## src/rtl/iob_uart_pkg.sv

```systemverilog
// iob_uart_pkg: shared definitions for the iob_uart_core UART peripheral.
//   - register address map (UART_SOFTRESET .. UART_RXEN)
//   - transmit / receive FSM state encodings
//   - frame geometry (1 start + 8 data + 1 stop = 10 bits)
//   - divisor clamp helper (bit periods shorter than 2 clocks are not usable)
package iob_uart_pkg;

  localparam int UART_SOFTRESET = 0;
  localparam int UART_DIV       = 1;
  localparam int UART_TXDATA    = 2;
  localparam int UART_TXBUSY    = 3;
  localparam int UART_RXDATA    = 4;
  localparam int UART_RXVALID   = 5;
  localparam int UART_TXEN      = 6;
  localparam int UART_RXEN      = 7;

  localparam int FRAME_BITS = 10;
  localparam int DATA_BITS  = FRAME_BITS - 2;

  typedef enum logic [1:0] {
    TX_IDLE,
    TX_START,
    TX_DATA,
    TX_STOP
  } tx_state_t;

  typedef enum logic [2:0] {
    RX_IDLE,
    RX_START,
    RX_DATA,
    RX_STOP,
    RX_WAITHIGH
  } rx_state_t;

  function automatic logic [15:0] div_clamp(input logic [15:0] d);
    return (d < 16'd2) ? 16'd2 : d;
  endfunction

endpackage

```

## src/rtl/iob_uart_if.sv

```systemverilog
// iob_uart_if: native CPU bus (valid/address/wdata/wstrb/rdata/ready).
//   master modport: CPU / testbench side, drives the request.
//   slave  modport: peripheral side, returns ready and rdata.
interface iob_uart_if #(
  parameter int ADDR_W  = 3,
  parameter int WDATA_W = 16,
  parameter int DATA_W  = 32
);
  logic               valid;
  logic [ADDR_W-1:0]  address;
  logic [WDATA_W-1:0] wdata;
  logic               wstrb;
  logic [DATA_W-1:0]  rdata;
  logic               ready;

  modport master (output valid, address, wdata, wstrb, input rdata, ready);
  modport slave  (input valid, address, wdata, wstrb, output rdata, ready);
endinterface

```

## src/rtl/uart_rx_engine.sv

```systemverilog
// uart_rx_engine: 8N1 receiver.
// Ports:
//   clk, rst    clock and synchronous active-high reset (includes soft reset)
//   en          receiver enable; dropping it returns the FSM to idle
//   div         clamped bit period in clk cycles (>= 2)
//   rxd         asynchronous serial input
//   rd_clr      RXDATA register read; clears rx_valid unless a byte lands
//   rx_data     last good byte
//   rx_valid    byte available flag
module uart_rx_engine
  import iob_uart_pkg::*;
(
  input  logic        clk,
  input  logic        rst,
  input  logic        en,
  input  logic [15:0] div,
  input  logic        rxd,
  input  logic        rd_clr,
  output logic [7:0]  rx_data,
  output logic        rx_valid
);

  logic        sync_p0, sync_p1, rxd_prev;
  rx_state_t   state, state_nxt;
  logic [15:0] cnt;
  logic [2:0]  bit_idx;
  logic [7:0]  shift;
  logic        half_end, bit_end, start_arm;
  logic        sample_bit, store_byte;

  // synchronizer stage 0 -> stage 1; rxd_prev feeds the falling-edge detector
  always_ff @(posedge clk) begin
    if (rst) begin
      sync_p0  <= 1'b1;
      sync_p1  <= 1'b1;
      rxd_prev <= 1'b1;
    end else begin
      sync_p0  <= rxd;
      sync_p1  <= sync_p0;
      rxd_prev <= sync_p1;
    end
  end

  assign half_end  = (cnt >= (div >> 1) - 16'd1);
  assign bit_end   = (cnt >= div - 16'd1);
  assign start_arm = rxd_prev & ~sync_p1;

  always_ff @(posedge clk) begin
    if (rst) state <= RX_IDLE;
    else     state <= state_nxt;
  end

  always_comb begin
    state_nxt = state;
    if (!en) begin
      state_nxt = RX_IDLE;
    end else begin
      case (state)
        RX_IDLE:     if (start_arm) state_nxt = RX_START;
        // start bit must still be low at mid-bit, otherwise it was a glitch
        RX_START:    if (half_end) state_nxt = sync_p1 ? RX_IDLE : RX_DATA;
        RX_DATA:     if (bit_end && bit_idx == 3'(DATA_BITS - 1)) state_nxt = RX_STOP;
        RX_STOP:     if (bit_end) state_nxt = sync_p1 ? RX_IDLE : RX_WAITHIGH;
        RX_WAITHIGH: if (sync_p1) state_nxt = RX_IDLE;
        default:     state_nxt = RX_IDLE;
      endcase
    end
  end

  always_comb begin
    sample_bit = 1'b0;
    store_byte = 1'b0;
    if (en) begin
      sample_bit = (state == RX_DATA) && bit_end;
      store_byte = (state == RX_STOP) && bit_end && sync_p1;
    end
  end

  // counter restarts on every state change so data samples sit one full
  // bit period apart, starting from the start-bit midpoint
  always_ff @(posedge clk) begin
    if (rst) begin
      cnt     <= '0;
      bit_idx <= '0;
    end else begin
      cnt <= (state_nxt != state || bit_end) ? 16'd0 : cnt + 16'd1;
      if (state == RX_START)  bit_idx <= '0;
      else if (sample_bit)    bit_idx <= bit_idx + 3'd1;
    end
  end

  always_ff @(posedge clk) begin
    if (sample_bit) shift   <= {sync_p1, shift[7:1]};
    if (store_byte) rx_data <= shift;
  end

  // a completed byte beats a coinciding RXDATA read
  always_ff @(posedge clk) begin
    if (rst)             rx_valid <= 1'b0;
    else if (store_byte) rx_valid <= 1'b1;
    else if (rd_clr)     rx_valid <= 1'b0;
  end

endmodule

```

## src/rtl/iob_uart_core.sv

```systemverilog
// iob_uart_core: memory-mapped 8N1 UART with RTS/CTS flow control.
// Ports:
//   clk, rst   system clock, synchronous active-high reset
//   bus        native CPU bus (slave): one-cycle ready pulse, registered rdata
//   txd        serial output, idles high
//   rxd        serial input (asynchronous)
//   rts        high = receiver can take a byte
//   cts        high = peer can take a byte
// Build option: define UART_HW_FLOWCTL_EN to honour cts and drive rts from
// receiver state; otherwise cts is ignored and rts is tied high.
// Register map: 0 SOFTRESET(W) 1 DIV(W) 2 TXDATA(W) 3 TXBUSY(R)
//               4 RXDATA(R) 5 RXVALID(R) 6 TXEN(W) 7 RXEN(W)
module iob_uart_core
  import iob_uart_pkg::*;
#(
  parameter int          ADDR_W  = 3,
  parameter int          WDATA_W = 16,
  parameter int          DATA_W  = 32,
  parameter logic [15:0] DIV_RST = 16'd0
) (
  input  logic      clk,
  input  logic      rst,
  iob_uart_if.slave bus,
  output logic      txd,
  input  logic      rxd,
  output logic      rts,
  input  logic      cts
);

  logic [ADDR_W-1:0]  addr;
  logic [WDATA_W-1:0] wdata;
  logic               accept, wr, rd;
  logic               soft_rst, eng_rst;
  logic [15:0]        div_q, div_eff;
  logic               txen, rxen;
  logic               cts_eff;
  logic [DATA_W-1:0]  rd_mux;

  logic [7:0]  tx_hold;
  logic        tx_pending, tx_busy, tx_start, tx_bit_end;
  tx_state_t   tx_state, tx_state_nxt;
  logic [15:0] tx_cnt;
  logic [2:0]  tx_idx;

  logic [7:0]  rx_data;
  logic        rx_valid;

  assign addr  = bus.address;
  assign wdata = bus.wdata;

  // the master holds valid until it sees ready, so ignore the held cycle
  assign accept   = bus.valid & ~bus.ready;
  assign wr       = accept & bus.wstrb;
  assign rd       = accept & ~bus.wstrb;
  assign soft_rst = wr && addr == ADDR_W'(UART_SOFTRESET) && wdata[0];
  assign eng_rst  = rst | soft_rst;
  assign div_eff  = div_clamp(div_q);

`ifdef UART_HW_FLOWCTL_EN
  assign cts_eff = cts;
  assign rts     = rxen & ~rx_valid;
`else
  logic unused_cts;
  assign unused_cts = cts;
  assign cts_eff    = 1'b1;
  assign rts        = 1'b1;
`endif

  always_comb begin
    rd_mux = '0;
    case (addr)
      ADDR_W'(UART_TXBUSY):  rd_mux = DATA_W'(tx_busy);
      ADDR_W'(UART_RXDATA):  rd_mux = DATA_W'(rx_data);
      ADDR_W'(UART_RXVALID): rd_mux = DATA_W'(rx_valid);
      default:               rd_mux = '0;
    endcase
  end

  // bus response: rdata is only non-zero during the ready cycle
  always_ff @(posedge clk) begin
    if (rst) begin
      bus.ready <= 1'b0;
      bus.rdata <= '0;
    end else begin
      bus.ready <= accept;
      bus.rdata <= rd ? rd_mux : '0;
    end
  end

  // configuration survives soft reset
  always_ff @(posedge clk) begin
    if (rst) begin
      div_q <= DIV_RST;
      txen  <= 1'b0;
      rxen  <= 1'b0;
    end else if (wr) begin
      if (addr == ADDR_W'(UART_DIV))  div_q <= wdata[15:0];
      if (addr == ADDR_W'(UART_TXEN)) txen  <= wdata[0];
      if (addr == ADDR_W'(UART_RXEN)) rxen  <= wdata[0];
    end
  end

  assign tx_busy    = tx_pending | (tx_state != TX_IDLE);
  assign tx_start   = (tx_state == TX_IDLE) & tx_pending & txen & cts_eff;
  assign tx_bit_end = (tx_cnt >= div_eff - 16'd1);

  always_ff @(posedge clk) begin
    if (wr && addr == ADDR_W'(UART_TXDATA) && !tx_busy) tx_hold <= wdata[7:0];
  end

  always_ff @(posedge clk) begin
    if (eng_rst)        tx_pending <= 1'b0;
    else if (tx_start)  tx_pending <= 1'b0;
    else if (wr && addr == ADDR_W'(UART_TXDATA) && !tx_busy) tx_pending <= 1'b1;
  end

  always_ff @(posedge clk) begin
    if (eng_rst) tx_state <= TX_IDLE;
    else         tx_state <= tx_state_nxt;
  end

  // TXEN only gates the start, so a frame in flight always completes
  always_comb begin
    tx_state_nxt = tx_state;
    case (tx_state)
      TX_IDLE:  if (tx_start) tx_state_nxt = TX_START;
      TX_START: if (tx_bit_end) tx_state_nxt = TX_DATA;
      TX_DATA:  if (tx_bit_end && tx_idx == 3'(DATA_BITS - 1)) tx_state_nxt = TX_STOP;
      TX_STOP:  if (tx_bit_end) tx_state_nxt = TX_IDLE;
      default:  tx_state_nxt = TX_IDLE;
    endcase
  end

  always_comb begin
    txd = 1'b1;
    case (tx_state)
      TX_START: txd = 1'b0;
      TX_DATA:  txd = tx_hold[tx_idx];
      default:  txd = 1'b1;
    endcase
  end

  always_ff @(posedge clk) begin
    if (eng_rst) begin
      tx_cnt <= '0;
      tx_idx <= '0;
    end else begin
      tx_cnt <= (tx_state_nxt != tx_state || tx_bit_end) ? 16'd0 : tx_cnt + 16'd1;
      if (tx_state == TX_START)                tx_idx <= '0;
      else if (tx_state == TX_DATA && tx_bit_end) tx_idx <= tx_idx + 3'd1;
    end
  end

  uart_rx_engine u_rx (
    .clk      (clk),
    .rst      (eng_rst),
    .en       (rxen),
    .div      (div_eff),
    .rxd      (rxd),
    .rd_clr   (rd && addr == ADDR_W'(UART_RXDATA)),
    .rx_data  (rx_data),
    .rx_valid (rx_valid)
  );

endmodule

```

## src/flat_wrapper.sv

```systemverilog
// flat-port wrapper written by rule: the top's interface ports become plain ports
module iob_uart_core_flat import iob_uart_pkg::*;
#(
  parameter int          ADDR_W  = 3,
  parameter int          WDATA_W = 16,
  parameter int          DATA_W  = 32,
  parameter logic [15:0] DIV_RST = 16'd0
)
  (clk, rst, txd, rxd, rts, cts, bus_valid, bus_address, bus_wdata, bus_wstrb, bus_rdata, bus_ready);
  iob_uart_if #(.ADDR_W(ADDR_W), .WDATA_W(WDATA_W), .DATA_W(DATA_W)) bus_i ();
  input  logic clk;
  input  logic rst;
  output logic txd;
  input  logic rxd;
  output logic rts;
  input  logic cts;
  input wire logic [$bits(bus_i.valid)-1:0] bus_valid;
  input wire logic [$bits(bus_i.address)-1:0] bus_address;
  input wire logic [$bits(bus_i.wdata)-1:0] bus_wdata;
  input wire logic [$bits(bus_i.wstrb)-1:0] bus_wstrb;
  output wire logic [$bits(bus_i.rdata)-1:0] bus_rdata;
  output wire logic [$bits(bus_i.ready)-1:0] bus_ready;
  assign bus_i.valid = bus_valid;
  assign bus_i.address = bus_address;
  assign bus_i.wdata = bus_wdata;
  assign bus_i.wstrb = bus_wstrb;
  assign bus_rdata = bus_i.rdata;
  assign bus_ready = bus_i.ready;
  iob_uart_core #(.ADDR_W(ADDR_W), .WDATA_W(WDATA_W), .DATA_W(DATA_W), .DIV_RST(DIV_RST)) u_core (.clk(clk), .rst(rst), .bus(bus_i), .txd(txd), .rxd(rxd), .rts(rts), .cts(cts));
endmodule
```

## config.mk

```make
export PLATFORM = sky130hd
export DESIGN_NAME = iob_uart_core_flat
export DESIGN_NICKNAME = d
export VERILOG_FILES = /design/src/rtl/iob_uart_pkg.sv /design/src/rtl/iob_uart_if.sv /design/src/rtl/uart_rx_engine.sv /design/src/rtl/iob_uart_core.sv /design/src/flat_wrapper.sv
export SDC_FILE = /design/constraint.sdc
export NUM_CORES = 1
export LEC_CHECK = 0
export ABC_AREA = 1
export BUFFER_PORTS_ARGS = -buffer_cell sky130_fd_sc_hd__buf_2
export CAP_MARGIN = 20
export CORE_ASPECT_RATIO = 0.7
export CORE_UTILIZATION = 45
export CTS_BUF_LIST = sky130_fd_sc_hd__clkbuf_8
export DETAILED_ROUTE_END_ITERATION = 12
export PLACE_DENSITY = 0.63
export SYNTH_ARGS = -nofsm -noshare
export SYNTH_HDL_FRONTEND = slang
export SYNTH_HIERARCHICAL = 1
export SYNTH_SLANG_ARGS = --single-unit
```

## constraint.sdc

```tcl
create_clock -name clk -period 4.4 [get_ports clk]
set_clock_uncertainty 0.15 [all_clocks]
set_input_delay 0.66 -clock clk [delete_from_list [all_inputs] [get_ports clk]]
set_output_delay 0.66 -clock clk [all_outputs]
set_load 0.05 [all_outputs]
```

==> qor.yml <==
outcome:
  status: "finished, final reports clean"
timing:
  final-hold-violation-count: 0
  setup_viol: 0
  setup_slack_ps: 373
  hold-worst-slack_ps: 275
  worst_pin_slew_ps: 714
  min_period_ps: 4030
  slew_viol_final: 0
  period_share: 0.915
  setup_tns_ps: 0
  slew-limit-headroom: 0.523
  fmax_ghz: 0.248
  rsz0062_at_grt: "yes"
worst_setup_path:
  cp_data_required_time_ps: 4540
  critPathLaunchType: "flip-flop"
  crit_fanout: 16
  crit_top_cell: "nand2_1"
  worst_path_max_delay_cell: "dfxtp_2"
  cp_data_arrival_time_ps: 4160
  cp_slowest_stage_delay_ps: 370
  endpoint_kind: "flip-flop"
  critical_path_class: "reg -> reg"
clocking:
  numCtsBuffers: 9
  ctsHtreeMaxLevel: 3
  path_clk_slew_ps: 110
  cts_tree: "yes"
  cts_hold_buf: 0
  cts_setup_buffers: 0
  insertion_delay_ps: 390
  clockBufferDepth: 2
  cts_resized: 0
  cts.sinks: 99
  clockRootBuffer: "clkbuf_8"
logic_synthesis:
  ys_ff_latch: 99
  synth.area.top_cells: "dfxtp_1 23%, ha_1 11%, edfxtp_1 11%, nand2_1 7.2%, inv_1 6.6%"
  yosys.area.top_type: "dfxtp_1"
  yosys_warnings: 6
  syn-instance-count: 813
  synth_cell_types: 41
  synth_top_cell_area_share: 0.232
  netlist_area_um2: 6460
  ys_seq_area_frac: 0.344
  syn_avg_cell_area_um2: 7.94
placed_design:
  dp_hpwl_mm: 10.0
  dp.cells: 1030
  place_ws_ps: 193
  gp_congestion: 0.871
  place_area_um2: 6780
  numPortBuffers: 33
power_and_ir_drop:
  seqPwrFrac: 0.452
  p_leak_nw: 3.20
  p_sw_frac: 0.357
  p_per_area_nw_per_um2: 299
  p_sw_uw: 750
  power_frac_clock: 0.294
  power.total_mw: 2.10
  p_comb_frac: 0.253
  ir_drop_mv: 0.131
  intPower_mw: 1.35
floorplan:
  io_pins: 60
  die_area_um2: 14800
  die_w_um: 145
  start_util: 0.463
  die_h_um: 102
  core.rowCount: 36
  coreArea_um2: 14000
global_route:
  grt_pass1_vias: 4389
  antenna_found_initial: 0
  overflow: 0
  grt_use_total: 0.186
  grt_pass1_wl_mm: 21.6
  grt_max_degree: 26
drt:
  via_count: 4948
  first_pass_iters: 5
  ant_nets: 0
  drt_iter0_markers: 247
  vias_per_cell: 4.73
  drc: 0
  wl_mm: 13.0
  routedWlPerCell_um: 12.4
finish:
  layout.nets: 934
  area_growth_pct: 8.81
  layout-drive-gt1-share: 0.159
  final_util: 0.503
  design_area_um2: 7030
  diodes: 0
  finalNonFillerCells: 1046
hold_path:
  min_path_type: "reg -> reg"
flow_run:
  drv_cap: 0
state kept, by name, summed over array words and instances, names as in the netlist, 2 cells and up:
name	count
u_core/u_rx/state	3
u_core/u_rx/rx_data	8
u_core/tx_idx	3
u_core/tx_cnt	16
u_core/u_rx/shift	8
u_core/bus.rdata	8
u_core/tx_hold	8
u_core/tx_state	2
u_core/u_rx/bit_idx	3
u_core/u_rx/cnt	16
u_core/div_q	16
Yosys cell counts, drive strengths merged:
library cell  number
clkbuf            17
buf               29
o211ai             2
a31oi              5
inv              119
nor3b              1
or2                2
nor3              38
nand3             32
xor2              48
o21a               2
nor4               7
nand4             17
o21ai             30
conb               2
dfxtp             75
ha                58
nor2             110
nand2            134
nand3b             2
a21oi             39
xnor2             18
edfxtp            24
o211a              1
a211oi             1
worst paths after layout:
check / slack (ps) / cells after the start / endpoint / start
worst min register to register: 270 / 1 / u_core/u_rx/sync_p1$_SDFF_PP1_ / u_core/u_rx/sync_p0$_SDFF_PP1_
worst max register to register: 370 / 27 / u_core/u_rx/cnt[15]$_SDFF_PP0_ / u_core/div_q[6]$_SDFFE_PP0P_
worst min-delay path: 270 / 1 / u_core/u_rx/sync_p1$_SDFF_PP1_ / u_core/u_rx/sync_p0$_SDFF_PP1_
worst max-delay path: 370 / 27 / u_core/u_rx/cnt[15]$_SDFF_PP0_ / u_core/div_q[6]$_SDFFE_PP0P_
layout make-up:
type / instances / area, um2
clock buffer: 9 / 124
clock inverter: 7 / 93.8
fill: 1387 / 6940
inverter: 119 / 450
multi-input combinational: 572 / 3610
sequential: 99 / 2220
tap: 190 / 238
timing repair buffer: 50 / 293
power by group through the flow:
stage               Clock, mW  Combinational [mW]  Sequential [mW]
floorplan                   0               0.434            0.974
global placement            0               0.519            0.973
detailed placement          0               0.523            0.973
CTS                     0.644               0.529            0.952
global route            0.675               0.607            0.954
finish                  0.620               0.533            0.952
per-layer routing:
| layer | global-route usage | wire, um | vias to the layer above |
|---|---|---|---|
| met4 | 0.0453 | 97 | 0 |
| met1 | 0.272 | 7060 | 2201 |
| li1 | - | - | 2644 |
| met3 | 0.0496 | 713 | 6 |
| met2 | 0.268 | 5120 | 97 |
| met5 | 0 | 0 | - |
worst max-delay path, delay by kind of cell (launching register included):
family | cells | cell delay [ps]
xor+xnor | 1 | 130
fa+ha+maj | 2 | 510
buf+inv | 5 | 440
flops | 1 | 370
simple gates | 19 | 2340
layout by cell type, fill, tap and decap left out, types with 2 or more instances in the layout:
cell type	Yosys	final
inv_1	114	113
nand4_1	16	16
nor4_1	5	5
o21ai_1	2	2
ha_1	58	58
nor4_2	2	2
nor2_1	94	94
a21oi_4	2	2
nor3_2	14	16
nand2_8	1	2
edfxtp_1	24	24
conb_1	2	25
o21a_1	2	2
nand3_4	2	2
xnor2_1	18	18
a21oi_2	0	2
or2_2	2	2
o21ai_0	28	28
dfxtp_1	75	74
nand3b_4	2	2
nand3_1	23	23
a21oi_1	37	35
nand2_1	124	124
buf_4	26	17
a31oi_1	5	5
o211ai_1	2	2
inv_2	5	5
nor2_4	2	2
nand2_2	7	7
clkbuf_8	0	9
clkinv_8	0	4
nor3_1	23	21
buf_2	0	33
nor2_2	14	14
nand3_2	7	7
inv_6	0	2
xor2_1	48	48
cell families after synthesis:
family	count (synthesis)	synth area share
and+or+nand+nor	343	0.269
buffers and inverters	165	0.115
DFF	99	0.344
AOI/OAI and AO/OA	80	0.0692
xor gates and xnor gates	66	0.0895
adders and majority gates	58	0.112
other	2	0.00116
(Power assumes the default switching activity.)
